$ cat src/rtl/rst_seq_pkg.sv
// Shared definitions for the platform clock/reset blocks: sequencer state
// encoding, relock counter width and parameter range checks.
package rst_seq_pkg;

  typedef enum logic [1:0] {
    PLL_RST   = 2'd0,
    WAIT_LOCK = 2'd1,
    RELEASE   = 2'd2,
    RUN       = 2'd3
  } state_t;

  localparam int RELOCK_W = 8;
  localparam logic [RELOCK_W-1:0] RELOCK_MAX = '1;

  // Legal parameter ranges; the timeout must leave room for a full filter run.
  function automatic bit params_ok(input int n_ch, input int lock_filt,
                                   input int step, input int lock_timeout,
                                   input int pll_rst_len);
    return (n_ch >= 1) && (lock_filt >= 1) && (step >= 1) &&
           (pll_rst_len >= 1) && (lock_timeout >= lock_filt + 2);
  endfunction

endpackage

$ cat src/rtl/rst_seq_sync2.sv
// Two-flop synchroniser for asynchronous status inputs.
module sync2 #(
  parameter int W = 1
) (
  input  logic         clk,
  input  logic         rst,
  input  logic [W-1:0] d,
  output logic [W-1:0] q
);

  logic [W-1:0] meta_reg;
  logic [W-1:0] sync_reg;

  // Two register stages to let the first one settle.
  always_ff @(posedge clk) begin
    if (rst) begin
      meta_reg <= '0;
      sync_reg <= '0;
    end else begin
      meta_reg <= d;
      sync_reg <= meta_reg;
    end
  end

  assign q = sync_reg;

endmodule

$ cat src/rtl/rst_seq.sv
// Reset sequencer: pulses the PLL reset, filters lock, then releases the
// channel resets one by one at fixed spacing; re-asserts all on lock loss.
module rst_seq
  import rst_seq_pkg::*;
#(
  parameter int N_CH         = 4,
  parameter int LOCK_FILT    = 16,
  parameter int STEP         = 8,
  parameter int LOCK_TIMEOUT = 65536,
  parameter int PLL_RST_LEN  = 16
) (
  input  logic                clk,
  input  logic                rst,
  input  logic                clk_ok,
  output logic                pll_rst,
  output logic [N_CH-1:0]     rst_out,
  output logic                ready,
  output logic [RELOCK_W-1:0] relock_cnt
);

  localparam int PLL_W  = $clog2(PLL_RST_LEN + 1);
  localparam int FILT_W = $clog2(LOCK_FILT + 1);
  localparam int TO_W   = $clog2(LOCK_TIMEOUT + 1);
  localparam int STEP_W = $clog2(STEP + 1);
  localparam int IDX_W  = $clog2(N_CH + 1);

  if (!params_ok(N_CH, LOCK_FILT, STEP, LOCK_TIMEOUT, PLL_RST_LEN)) begin : g_param_error
    $error("rst_seq: parameter out of range");
  end

  state_t              state_reg, state_next;
  logic [PLL_W-1:0]    pll_cnt_reg, pll_cnt_next;
  logic [FILT_W-1:0]   filt_reg, filt_next;
  logic [TO_W-1:0]     to_reg, to_next;
  logic [STEP_W-1:0]   step_reg, step_next;
  logic [IDX_W-1:0]    idx_reg, idx_next;
  logic [N_CH-1:0]     rst_out_reg, rst_out_next;
  logic [RELOCK_W-1:0] relock_reg, relock_next;
  logic                pll_rst_reg;
  logic                ready_reg;
  logic                lock_s;
  logic [N_CH-1:0]     rel_mask;

  sync2 #(.W(1)) u_lock_sync (
    .clk (clk),
    .rst (rst),
    .d   (clk_ok),
    .q   (lock_s)
  );

  // One-hot mask of the channel currently addressed by the index counter.
  for (genvar gi = 0; gi < N_CH; gi++) begin : g_mask
    assign rel_mask[gi] = (idx_reg == IDX_W'(gi));
  end

  // Next-state, counter and channel logic; counters default to cleared.
  always_comb begin
    state_next   = state_reg;
    pll_cnt_next = '0;
    filt_next    = '0;
    to_next      = '0;
    step_next    = '0;
    idx_next     = '0;
    rst_out_next = rst_out_reg;
    relock_next  = relock_reg;
    case (state_reg)
      PLL_RST: begin
        rst_out_next = '1;
        if (pll_cnt_reg == PLL_W'(PLL_RST_LEN - 1)) begin
          state_next = WAIT_LOCK;
        end else begin
          pll_cnt_next = pll_cnt_reg + PLL_W'(1);
        end
      end
      WAIT_LOCK: begin
        rst_out_next = '1;
        // Reaching the filter count wins over a coincident timeout.
        if (lock_s && (filt_reg == FILT_W'(LOCK_FILT - 1))) begin
          state_next = RELEASE;
        end else if (to_reg == TO_W'(LOCK_TIMEOUT - 1)) begin
          state_next = PLL_RST;
        end else begin
          filt_next = lock_s ? (filt_reg + FILT_W'(1)) : '0;
          to_next   = to_reg + TO_W'(1);
        end
      end
      RELEASE: begin
        if (!lock_s) begin
          state_next   = WAIT_LOCK;
          rst_out_next = '1;
          if (relock_reg != RELOCK_MAX) relock_next = relock_reg + RELOCK_W'(1);
        end else begin
          if (step_reg == '0) rst_out_next = rst_out_reg & ~rel_mask;
          if (step_reg == STEP_W'(STEP - 1)) begin
            step_next = '0;
            idx_next  = (idx_reg == IDX_W'(N_CH - 1)) ? idx_reg : idx_reg + IDX_W'(1);
          end else begin
            step_next = step_reg + STEP_W'(1);
            idx_next  = idx_reg;
          end
          // Move on only once the last channel is already low.
          if (!rst_out_reg[N_CH-1]) state_next = RUN;
        end
      end
      RUN: begin
        if (!lock_s) begin
          state_next   = WAIT_LOCK;
          rst_out_next = '1;
          if (relock_reg != RELOCK_MAX) relock_next = relock_reg + RELOCK_W'(1);
        end
      end
      default: begin
        state_next   = PLL_RST;
        rst_out_next = '1;
      end
    endcase
  end

  // State, counters and registered outputs.
  always_ff @(posedge clk) begin
    if (rst) begin
      state_reg   <= PLL_RST;
      pll_cnt_reg <= '0;
      filt_reg    <= '0;
      to_reg      <= '0;
      step_reg    <= '0;
      idx_reg     <= '0;
      rst_out_reg <= '1;
      relock_reg  <= '0;
      pll_rst_reg <= 1'b1;
      ready_reg   <= 1'b0;
    end else begin
      state_reg   <= state_next;
      pll_cnt_reg <= pll_cnt_next;
      filt_reg    <= filt_next;
      to_reg      <= to_next;
      step_reg    <= step_next;
      idx_reg     <= idx_next;
      rst_out_reg <= rst_out_next;
      relock_reg  <= relock_next;
      pll_rst_reg <= (state_next == PLL_RST);
      ready_reg   <= (state_next == RUN);
    end
  end

  assign pll_rst    = pll_rst_reg;
  assign rst_out    = rst_out_reg;
  assign ready      = ready_reg;
  assign relock_cnt = relock_reg;

endmodule

$ cat config.mk
export PLATFORM = sky130hd
export DESIGN_NAME = rst_seq
export DESIGN_NICKNAME = d
export VERILOG_FILES = /design/src/rtl/rst_seq_pkg.sv /design/src/rtl/rst_seq_sync2.sv /design/src/rtl/rst_seq.sv
export SDC_FILE = /design/constraint.sdc
export NUM_CORES = 1
export LEC_CHECK = 0
export ABC_AREA = 1
export CAP_MARGIN = 40
export CORE_MARGIN = 2
export CORE_UTILIZATION = 45
export DETAILED_ROUTE_END_ITERATION = 16
export PLACE_DENSITY = 0.73
export SLEW_MARGIN = 20
export SYNTH_ARGS = -nofsm -noshare
export SYNTH_HDL_FRONTEND = slang
export SYNTH_HIERARCHICAL = 1
export SYNTH_SLANG_ARGS = --single-unit
$ cat constraint.sdc
create_clock -name clk -period 3.3 [get_ports clk]
set_input_delay 0.66 -clock clk [delete_from_list [all_inputs] [get_ports clk]]
set_output_delay 0.66 -clock clk [all_outputs]
set_load 0.1 [all_outputs]
==> results of run 1 <==
critical path, cell delays in order (launching register included):
cell	delay (ns)
dfxtp_1	0.36
ha_1	0.21
nand2_1	0.09
nor2_2	0.19
nand2_1	0.11
nor2_2	0.12
nand3_1	0.08
nor3_1	0.16
ha_1	0.19
nor2_2	0.05
nand2_2	0.08
nor2_4	0.06
inv_2	0.22
nor2_1	0.08
Yosys cell counts, drive strengths merged:
master | n | share of area (%)
nand2 | 77 | 13
nor2 | 69 | 12
dfxtp | 52 | 44
inv | 44 | 6.9
nand3 | 24 | 5.0
ha | 14 | 7.3
a21oi | 13 | 3.2
nand4 | 7 | 1.8
o21ai | 6 | 1.3
xor2 | 5 | 1.8
nor3 | 4 | 1.0
buf | 3 | 0.89
nor3b | 3 | 0.94
a211oi | 1 | 0.31
nand3b | 1 | 0.31
o21a | 1 | 0.31
or2 | 1 | 0.26
xnor2 | 1 | 0.37
area by class of cell:
type                            instances  area, um^2  area share (%)
Multi-Input combinational cell        227        1160            42.8
Clock buffer                            7        86.3            3.19
Tap cell                               70        87.6            3.24
Clock inverter                          1        7.51           0.278
Timing Repair Buffer                   18         160            5.92
Sequential cell                        52        1040            38.5
Inverter                               44         165            6.11
metrics by stage:
step	instances	hold slack [ns]	power, mW
global placement	409	0.394	0.662
CTS	419	0.420	1.03
floorplan	326	0.388	0.658
finish	419	0.420	1.02
detailed placement	411	0.404	0.663
global route	419	0.433	1.05
cell families (layout without fill, tap and decap cells):
group	after synthesis	in the layout
AOI/OAI and AO/OA	21	21
and+or+nand+nor	186	186
adders and majority gates	14	14
xor gates and xnor gates	6	6
DFF	52	52
buffers and inverters	47	70
worst max-delay path by stage:
stage	endpoint	cells after the start
6_report	to_reg[11]	13
5_1_grt	to_reg[2]	13
3_3_place_gp	filt_reg[2]	4
4_1_cts	to_reg[11]	13
2_1_floorplan	relock_cnt[7]	8
3_5_place_dp	filt_reg[2]	4
power groups by stage:
stage	Clock [mW]	Sequential (mW)	Combinational (mW)
2_1_floorplan	0	0.648	0.00977
3_3_place_gp	0	0.649	0.0133
3_5_place_dp	0	0.649	0.0141
4_1_cts	0.385	0.634	0.0141
5_1_grt	0.403	0.635	0.0159
6_report	0.371	0.634	0.0139
layer usage:
layer | routed length [um] | GRT usage, %
met5 | 0 | 0
met4 | 87 | 6.73
met3 | 121 | 3.76
met2 | 1870 | 25.3
met1 | 1950 | 18.2
==> impl_results.md, run 1 <==
* Post-Syn Area per Cell at 7.32 um^2
* Drt via density at 4.61
* Largest net degree at the start of global routing at 16
* Die Ht at 76.8 um
* Leak Pwr at 1.01 nW
* RR Endpoint: to_reg[11]
* Status: finished clean
* Synth Cell Area at 2380 um^2
* Max reg flops at 17
* First-pass iteration count of the detailed router at 4
* WL final at 4030 um
* Maxcap violations at 0
* Net Sw Power at 0.212 mW
* Layout cells sized above 1 at 10.9%
* # rows at 26
* Register share of total power at 62.2%
* Yosys warns at 6
* Reg2reg start: to_reg[0]
* Iter 0 DRT Violations at 53
* Setup WS post-layout at 1.19 ns
* Hold Path Sink: u_lock_sync/q
* Die area at 5900 um^2
* Area growth from synthesis to final layout at 13.4%
* Crit path arrival time at 2.31 ns
* Post-synthesis simple-gate area fraction at 33.9%
* CTS Buf Count at 5
* Critical path class: register to register
* Hold Path Class: register to register
* #FFs+latches synth at 52
* Tightest Pin Transition at 0.580 ns
* Skew final at 0.00628 ns
* CTS Buffer Depth at 2
* Post-DP HPWL at 3110 um
* Placed cell area at 2610 um^2
* Period utilization at 64.0%
* Gate power share at 1.4%
* Post-Synth Adder-Cell Area at 7.35%
* Xor/xnor share of the synthesized area at 2.20%
* Yosys cell types at 25
* Nets at 365
* Maximum VDD drop at 0.000323 V
* Die Wd at 76.8 um
* Fin util at 53.0%
* # setup viols final at 0
* Vias at 1,933
* RD Place Congestion at 0.803
* CTS tree: yes
* Pre-CTS WS at 1.10 ns
* Vias in the first global route at 1,746
* Worst Path Required at 3.50 ns
* Residual DRC count at 0
* Clock Root Buffer: clkbuf_8
* Worst-path clk slew at 0.09 ns
* GRT Total Usage at 15.1%
* Synth Area in Compound Gates at 5.09%
* Fmax at 473 MHz
* CP startpoint kind: register
* H-tree depth at 2
* Most frequent cells in the layout: nand2_1, nor2_1, dfxtp_1, inv_1, nand3_1
* Cts hold-fix bufs at 0
* Max_slew headroom at 61.2%
* HP Start: u_lock_sync/meta_reg
* Fillers at 495
* Tmin final at 2.11 ns
* Mapped Nets at 343
* Routed Antenna Nets at 0
* Final hold viol count at 0
* Sw frac at 20.8%
* Post-synthesis sequential area ratio at 43.7%
* Starting Density at 46.7%
* Slew Limit Fails at 0
* CP max FO at 11
* Mux cell area share after synthesis at 0%
* Int Pwr at 0.807 mW
* # IOs at 17
* Worst-skew pair later-pin latency at 0.30 ns
* P per Cell Area at 377 nW/um^2
* Core area at 5110 um^2
* GRT overflow at 0
* Hold Path Depth at 2
* Post-CTS Setup Inserts at 0
* Sinks on Clock Net at 52
* Crit. Startpoint: to_reg[0]
* Reg2reg setup slack at 1.19 ns
* Largest family of logic cells by synthesized area: simple AND/OR/NAND/NOR gates
* # port buffers at 16
* Power share of the clock group at 36.4%
* Post-cts resize count at 0
* Initial antenna violation count at 0
* FF-to-FF path depth at 13
* # diodes at 0
* WL per Instance at 9.63 um
* CP Capture Type: register
* RSZ-0062 raised after global routing: false
* Post-route cell area at 2710 um^2
* Global-route wire length before repair at 7290 um
* Setup_tns at 0 ns
* Synth Instances at 326
* Commonest non-fill, non-tap cell in the layout: nand2_1
(Power assumes the default switching activity.)
==> run 2: changes to the inputs <==
Clock period 3.3 ns to 2 ns, I/O delays scaled along.
==> run 2 against run 1 <==
  * Die area did not move
  * Routed wire length grew 0.89%
  * Design area grew 1.3%
  * Via count is 1.9% higher
  * Clock skew rose by 0.0032 ns
  * Critical path depth increased by 1
  * Sequential power rose by 66%
  * Flip-flop and latch count is the same
==> impl_results.md, run 2 (same netlist as run 1, synthesis figures left out) <==
* Sinks on Clock Net at 52 (unchanged)
* Worst-skew pair later-pin latency at 0.30 ns (about the same)
* Critical Path Sink: to_reg[10]
* Reg2reg start: to_reg[0]
* Skew final at 0.00945 ns (+0.00317 ns)
* Final hold viol count at 0 (unchanged)
* GR peak layer: met2
* GR Layer Usage met2 at 25.5% (+0.26 points)
* Power, Total at 1.75 mW (+72%)
* CP Capture Type: register
* Die Ht at 76.8 um (unchanged)
* Hold Path Class: register to register
* CTS tree: yes
* # rows at 26 (unchanged)
* RSZ-0062 raised after global routing: false
* RR Endpoint: to_reg[10]
* # diodes at 0 (unchanged)
* Largest net degree at the start of global routing at 15 (-1)
* Nets at 367 (+0.55%)
* Maxcap violations at 0 (unchanged)
* Hold Path Depth at 2 (unchanged)
* Tmin final at 1.84 ns (-0.275 ns)
* Routed Antenna Nets at 0 (unchanged)
* Met1 GRT Util at 16.6% (-1.5 points)
* Die area at 5900 um^2 (unchanged)
* CP max FO at 6 (-5)
* Worst Path Required at 2.20 ns (-1.30 ns)
* GRT Total Usage at 14.6% (-0.50 points)
* Most frequent cells in the layout: nand2_1, nor2_1, dfxtp_1, inv_1, nand3_1
* Iter 0 DRT Violations at 73 (+38%)
* # setup viols final at 0 (unchanged)
* Crit. Startpoint: to_reg[0]
* Vias at 1,970 (+1.9%)
* Critical path class: register to register
* Pre-CTS WS at 0.116 ns (-0.985 ns)
* CTS Buf Count at 5 (unchanged)
* Setup WS post-layout at 0.161 ns (-1.03 ns)
* Period utilization at 91.9% (+28 points)
* WL per Instance at 9.71 um (+0.89%)
* RD Place Congestion at 0.845 (+5.2%)
* Area growth from synthesis to final layout at 14.9%
* P per Cell Area at 640 nW/um^2 (+70%)
* Post-DP HPWL at 3080 um (-1.0%)
* Slew Limit Fails at 0 (unchanged)
* H-tree depth at 2 (unchanged)
* Initial antenna violation count at 0 (unchanged)
* Met3 global-route usage at 4.24% (+0.47 points)
* Crit path arrival time at 2.04 ns (-0.27 ns)
* FF-to-FF path depth at 14 (+1)
* Leak Pwr at 1.03 nW (+1.4%)
* Max_slew headroom at 71.5% (+10 points)
* Status: finished clean
* # port buffers at 16 (unchanged)
* Reg2reg setup slack at 0.16 ns (-1.03 ns)
* Starting Density at 46.7% (unchanged)
* Drt via density at 4.70 (+1.9%)
* Vias in the first global route at 1,767 (+1.2%)
* Fmax at 544 MHz (+15%)
* Setup_tns at 0 ns (unchanged)
* Worst-path clk slew at 0.09 ns (about the same)
* Max reg flops at 17 (unchanged)
* First-pass iteration count of the detailed router at 4 (unchanged)
* WL final at 4070 um (+0.89%)
* Die Wd at 76.8 um (unchanged)
* Layout cells sized above 1 at 14.3% (+3.4 points)
* Global-route wire length before repair at 7050 um (-3.2%)
* Core area at 5110 um^2 (unchanged)
* Residual DRC count at 0 (unchanged)
* GRT overflow at 0 (unchanged)
* CTS Buffer Depth at 2 (unchanged)
* Maximum VDD drop at 0.000261 V (-19%)
* # IOs at 17 (unchanged)
* Clock Root Buffer: clkbuf_8
* Fin util at 53.7% (+0.69 points)
* Tightest Pin Transition at 0.427 ns (-0.153 ns)
* CP startpoint kind: register
* Commonest non-fill, non-tap cell in the layout: nand2_1
run 2: critical path, cell delays in order (launching register included):
cell     delay [ns]
dfxtp_2        0.37
ha_4           0.14
nand2_1        0.07
nor2_2         0.10
nand2_1        0.08
nor2_2         0.12
nand3_1        0.10
nor3_2         0.12
ha_2           0.19
nor2_2         0.04
nand2_2        0.08
nor2_4         0.06
buf_4          0.15
o21ai_0        0.07
nor2_1         0.05
run 2: power by group:
group          internal, mW  switching (mW)
combinational        0.0105          0.0143
clock                 0.359           0.322
sequential             1.04         0.00495
total                  1.41           0.342
run 2: area by class of cell:
type / count / area [um^2]
clock buffers: 5 / 68.8
clock inverters: 1 / 30.0
fillers: 496 / 2370
inverters: 44 / 168
multi-input cells: 227 / 1180
flip-flops and latches: 52 / 1050
well taps: 70 / 87.6
repair buffers: 20 / 155
run 2: repair_timing:
| action | CTS | global route |
|---|---|---|
| resized for setup | 0 | 9 |
| endpoints found under the hold margin | 0 | 0 |
| buffers inserted | 0 | 1 |
| hold buffers | 0 | 0 |
| setup endpoints to repair | 0 | 15 |
run 2: metrics by stage:
step	instances	hold slack [ns]	area, um^2
after floorplan	326	0.388	2390
after global placement	412	0.402	2600
after detailed placement	412	0.421	2600
after CTS	418	0.439	2700
after global routing	419	0.446	2740
final	419	0.433	2740
run 2: routing by layer:
layer	up-vias	wire length [um]
li1	1062	-
met3	2	126
met5	-	0
met2	25	1990
met1	881	1940
met4	0	16
run 2: worst min-delay path by stage:
stage	startpoint	end	slack, ns
3_3_place_gp	u_lock_sync/meta_reg	u_lock_sync/q	0.40
3_5_place_dp	u_lock_sync/meta_reg	u_lock_sync/q	0.42
2_1_floorplan	u_lock_sync/meta_reg	u_lock_sync/q	0.39
4_1_cts	u_lock_sync/meta_reg	u_lock_sync/q	0.44
5_1_grt	u_lock_sync/meta_reg	u_lock_sync/q	0.45
6_report	u_lock_sync/meta_reg	u_lock_sync/q	0.43
==> variant 1, RTL diff (settings of run 1) <==
Put one more register stage on the output `relock_cnt`. The value now appears one clock later. The other outputs are not delayed to match.
--- a/src/rtl/rst_seq.sv
+++ b/src/rtl/rst_seq.sv
@@ -146,7 +146,9 @@
   assign pll_rst    = pll_rst_reg;
   assign rst_out    = rst_out_reg;
   assign ready      = ready_reg;
-  assign relock_cnt = relock_reg;
+  always_ff @(posedge clk) begin
+    relock_cnt <= relock_reg;
+  end
 
 endmodule
 
Function: no difference found for any inputs over 10 cycles, from zero or initial values and one cycle with rst high; that may be too few to reach the edited logic, so the function may still have changed.
==> variant 1 against run 1 <==
Sequential cell count increased by 8; largest power group is now the clock network; final cell count increased by 4.3%; clock skew decreased by 0.00099 ns; routed wire length grew 13%; final area is 16% higher; synthesized area rose by 9.9%; total power is 50% higher; largest cell class unchanged; worst setup slack got worse by 0.0073 ns; core utilization is 3.4 points higher.
==> variant 1: results (changes against run 1) <==
global-route wire length before repair 8.30 mm (was 7.29 mm); Residual DRC 0 (unchanged); Cell variety after synth 30 (was 25); status complete, no violations (unchanged); GRT Overall Usage 0.166 (was 0.151); clk buf depth 2 (unchanged); top fanout value on the critical path 15 (was 11); Critical Path End Type register (unchanged); total CTS buffers 9 (was 5); R2R cell count 13 (unchanged); switching share of power 0.193 (was 0.208); hpwl dp 3.36 mm (was 3.11 mm); H-tree depth reported by CTS 3 (was 2); Worst Max-Slew Pin Slew 0.568 ns (was 0.580 ns); clk_lat worst skew 0.33 ns (was 0.30 ns); clk root buf clkbuf_8 (unchanged); Worst Path Arrival 2.34 ns (was 2.31 ns); fraction of layout cells with a size suffix above 1 0.164 (was 0.109); Synth top cells by count nand2_1 (70), dfxtp_1 (60), nor2_1 (49) (was nand2_1 (73), nor2_1 (63), dfxtp_1 (52)); Post-CTS Setup Bufs 0 (unchanged); post-CTS resize count 0 (unchanged); register area share after synthesis 0.458 (was 0.437); Peak VDD IR 234 uV (was 323 uV); Ys Warns 6 (unchanged); final WL 4.57 mm (was 4.03 mm); setup slack, reg-to-reg ~1.2 ns; R2R Path Start to_reg[0] (unchanged); initial drt markers 57 (was 53); Async S/R FF share, synth 0 (unchanged); drt pass-1 iters 5 (was 4); Ant. Diodes 0 (unchanged); vias in the first global route 2037 (was 1746); Worst-path clk slew 0.07 ns (was 0.09 ns); Setup crit end to_reg[2] (was to_reg[11]); dpl cell area 2900 um2 (was 2610 um2); RePlAce Congestion 0.828 (was 0.803); top area cells in the synthesized netlist dfxtp_1 (46%), nand2_1 (10%), nor2_1 (7.0%) (was dfxtp_1 (44%), nand2_1 (11%), nor2_1 (9.9%)); leak pwr 1.14 nW (was 1.01 nW); max reg flops 17 (unchanged); worst min-delay path class register to register (unchanged); worst hold path cell count 2 (unchanged); initial antenna violation count 0 (unchanged); CP Launch Point to_reg[0] (unchanged); IO Port Bufs 16 (unchanged); clk_skew 0.00529 ns (was 0.00628 ns); via count 2069 (was 1933); syn_nets 347 (was 343); largest net degree at the start of global routing 16 (unchanged); Nets 377 (was 365)
[variant 1: cell types whose count changed after synthesis, moves of 3 or more]
cell and change:
nor2_2 +7, nor2_1 -14, inv_1 -3, dfxtp_1 +8
nand2_1 -3
[variant 1: power groups by stage]
stage / combinational (mW) / clock, mW / sequential [mW]
final: 0.0138 / 0.782 / 0.731
after detailed placement: 0.0140 / 0 / 0.748
after CTS: 0.0140 / 0.801 / 0.731
after floorplan: 0.0106 / 0 / 0.747
after global routing: 0.0164 / 0.836 / 0.732
after global placement: 0.0136 / 0 / 0.748
[variant 1: layer usage]
metal,global-route usage,vias to the layer above,share of wire
met5,0,-,0
met3,0.0416,12,0.034
met2,0.283,32,0.49
met1,0.185,916,0.45
li1,-,1109,-
met4,0.102,0,0.024
[variant 1: worst min-delay path by stage]
stage | startpoint | end | slack [ns]
floorplan | relock_reg[4] | relock_cnt[4] | 0.36
global placement | relock_reg[7] | relock_cnt[7] | 0.38
detailed placement | relock_reg[7] | relock_cnt[7] | 0.39
CTS | u_lock_sync/meta_reg | u_lock_sync/q | 0.41
global route | relock_reg[4] | relock_cnt[4] | 0.42
finish | u_lock_sync/meta_reg | u_lock_sync/q | 0.40
[variant 1: kinds of logic (layout without fill, tap and decap cells)]
logic type,Yosys count,in the layout,synth area share
xor+xnor,7,7,0.0234
flops,60,60,0.458
simple gates,181,181,0.322
compound gates,23,23,0.0535
buf+inv,45,80,0.0759
fa+ha+maj,14,14,0.0668
[variant 1: through the flow]
stage                     hold slack, ns  cells  worst slack [ns]  power, mW
after CTS                          0.405    437              1.17       1.55
after detailed placement           0.392    421              1.11      0.762
final                              0.402    437              1.18       1.53
after global placement             0.384    415              1.15      0.761
after floorplan                    0.364    330              1.43      0.758
after global routing               0.416    437             0.923       1.58
[variant 1: layout make-up]
| type | instances | area (um2) |
|---|---|---|
| clock buffer | 9 | 124 |
| clock inverter | 7 | 115 |
| fill | 515 | 2430 |
| inverter | 42 | 160 |
| multi-input combinational | 225 | 1220 |
| sequential | 60 | 1200 |
| tap | 72 | 90.1 |
| timing repair buffer | 22 | 230 |
[variant 1: critical path, stage by stage (launching register included)]
cell and delay, ns:
dfxtp_1 0.39, ha_1 0.27, nand3_1 0.19, nor2_2 0.16, nand2_1 0.10, nor2_1 0.10
nand3_1 0.07, nor2_1 0.09, ha_1 0.16, nor2_2 0.04, nand2_2 0.08, nor2_4 0.05
inv_4 0.22, nor3b_1 0.07
==> variant 2, RTL diff (flow settings as in run 1) <==
Made on the original files. Set the parameter `N_CH` to 8 (it was 4).
--- a/src/rtl/rst_seq.sv
+++ b/src/rtl/rst_seq.sv
@@ -3,7 +3,7 @@
 module rst_seq
   import rst_seq_pkg::*;
 #(
-  parameter int N_CH         = 4,
+  parameter int N_CH         = 8,
   parameter int LOCK_FILT    = 16,
   parameter int STEP         = 8,
   parameter int LOCK_TIMEOUT = 65536,
Ports: changed (resized rst_out); port bits go from 17 to 21. The function was not compared with the original's and may differ.
==> variant 2 against run 1 <==
Total power grew 30%; non-clock buffer count grew 3; count of clock-buffer cells in the layout increased by 7; synthesized area rose by 6.9%; final area up 10%; worst setup slack better by 0.10 ns; sequential cell count is 5 higher; routed wire length up 16%.
==> variant 2: results (changes against run 1) <==
initial drt markers 103 (was 53); largest net degree at the start of global routing 15 (was 16); Worst-path clk slew 0.06 ns (was 0.09 ns); register area share after synthesis 0.448 (was 0.437); Top FF cell, synth dfxtp_1 (unchanged); clk root buf clkbuf_8 (unchanged); syn_nets 363 (was 343); status complete, no violations (unchanged); M2 GR Usage 0.287 (was 0.253); final WL 4.69 mm (was 4.03 mm); RePlAce Congestion 0.847 (was 0.803); filler instances 535 (was 495); clk buf depth 2 (unchanged); global-route wire length before repair 8.46 mm (was 7.29 mm); Hold Slack 0.416 ns (was 0.420 ns); clk_lat worst skew 0.33 ns (was 0.30 ns); hpwl dp 3.45 mm (was 3.11 mm); Met3 Wirelength 247 um (was 121 um); number of vias per cell 4.84 (was 4.61); Ant. Diodes 0 (unchanged); Metal-1 WL 2.17 mm (was 1.95 mm); Async S/R FF share, synth 0 (unchanged); DR WL/cell 10.3 um (was 9.63 um); Mapped Avg Cell Area 7.34 um2 (was 7.32 um2); top area cells in the synthesized netlist dfxtp_1 (45%), nand2_1 (12%), nor2_1 (9.3%) (was dfxtp_1 (44%), nand2_1 (11%), nor2_1 (9.9%)); top fanout value on the critical path 1 (was 11); slowest CP cell clkdlybuf4s50_1 (was dfxtp_1); Setup Viol. Count Final 0 (unchanged); Slew HR 0.569 (was 0.612); clk_skew 0.00848 ns (was 0.00628 ns); GRT Overall Usage 0.172 (was 0.151); CP max stage delay 0.51 ns (was 0.36 ns); leak pwr 1.13 nW (was 1.01 nW); IO Port Bufs 20 (was 16); f_max 0.497 GHz (was 0.473 GHz); Ys Warns 6 (unchanged); initial antenna violation count 0 (unchanged); GRT met3 Usage 0.0818 (was 0.0376); Peak VDD IR 301 uV (was 323 uV); Synth top cells by count nand2_1 (84), nor2_1 (63), dfxtp_1 (57) (was nand2_1 (73), nor2_1 (63), dfxtp_1 (52)); post-CTS resize count 0 (unchanged); H-tree depth reported by CTS 3 (was 2); vias in the first global route 2036 (was 1746); cell count after placement 437 (was 411); total CTS buffers 9 (was 5); Detail Route met2 WL 2.25 mm (was 1.87 mm); fraction of layout cells with a size suffix above 1 0.115 (was 0.109); Nets 392 (was 365); Worst Path Arrival 1.35 ns (was 2.31 ns); pre-CTS setup slack 1.03 ns (was 1.10 ns); dpl cell area 2790 um2 (was 2610 um2); Post-CTS Setup Bufs 0 (unchanged); setup slack, reg-to-reg 1.29 ns (was 1.19 ns); drt pass-1 iters 4 (unchanged); Top Layer Used met4 (unchanged); Cell variety after synth 28 (was 25); GR Util met1 0.191 (was 0.182); Worst path top cell family by delay buffers and inverters (was simple AND/OR/NAND/NOR gates); switching share of power 0.205 (was 0.208)
-- variant 2: power groups by stage --
| stage | sequential, mW | clock [mW] | combinational (mW) |
|---|---|---|---|
| finish | 0.695 | 0.611 | 0.0140 |
| global route | 0.696 | 0.669 | 0.0161 |
| CTS | 0.695 | 0.638 | 0.0145 |
| detailed placement | 0.710 | 0 | 0.0144 |
| global placement | 0.710 | 0 | 0.0136 |
| floorplan | 0.710 | 0 | 0.00897 |
-- variant 2: layout make-up --
cell class                 count  area [um2]  area share
multi-input combinational    245        1230       0.412
inverter                      42         158      0.0529
timing repair buffer          21         173      0.0579
clock buffer                  14         183      0.0612
clock inverter                 2        10.0     0.00336
sequential                    57        1140       0.383
tap                           72        90.1      0.0302
-- variant 2: path summary, 6_finish.rpt --
check	start	end	cells past startpoint
setup / recovery	ready	ready	2
hold / removal	u_lock_sync/meta_reg	u_lock_sync/q	2
setup reg to reg	to_reg[0]	to_reg[6]	11
hold reg to reg	u_lock_sync/meta_reg	u_lock_sync/q	2
-- variant 2: worst register-to-register path, cell delays in order, from the launching register on --
cell and delay, ns:
dfxtp_1 0.38, ha_1 0.19, nand2_1 0.11, nor2_1 0.22
nand2_1 0.10, nor4_1 0.21, ha_1 0.21, nor2_2 0.05
nand2_2 0.09, nor2_4 0.07, inv_2 0.21, nor2_1 0.08
-- variant 2: logic make-up (layout without fill, tap and decap cells) --
kind of cell | Yosys count | after routing | share of synthesized area
AOI/OAI and AO/OA | 29 | 29 | 0.0609
xor gates and xnor gates | 5 | 5 | 0.0172
and+or+nand+nor | 198 | 198 | 0.340
buffers and inverters | 45 | 79 | 0.0702
adders and majority gates | 13 | 13 | 0.0638
DFF | 57 | 57 | 0.448
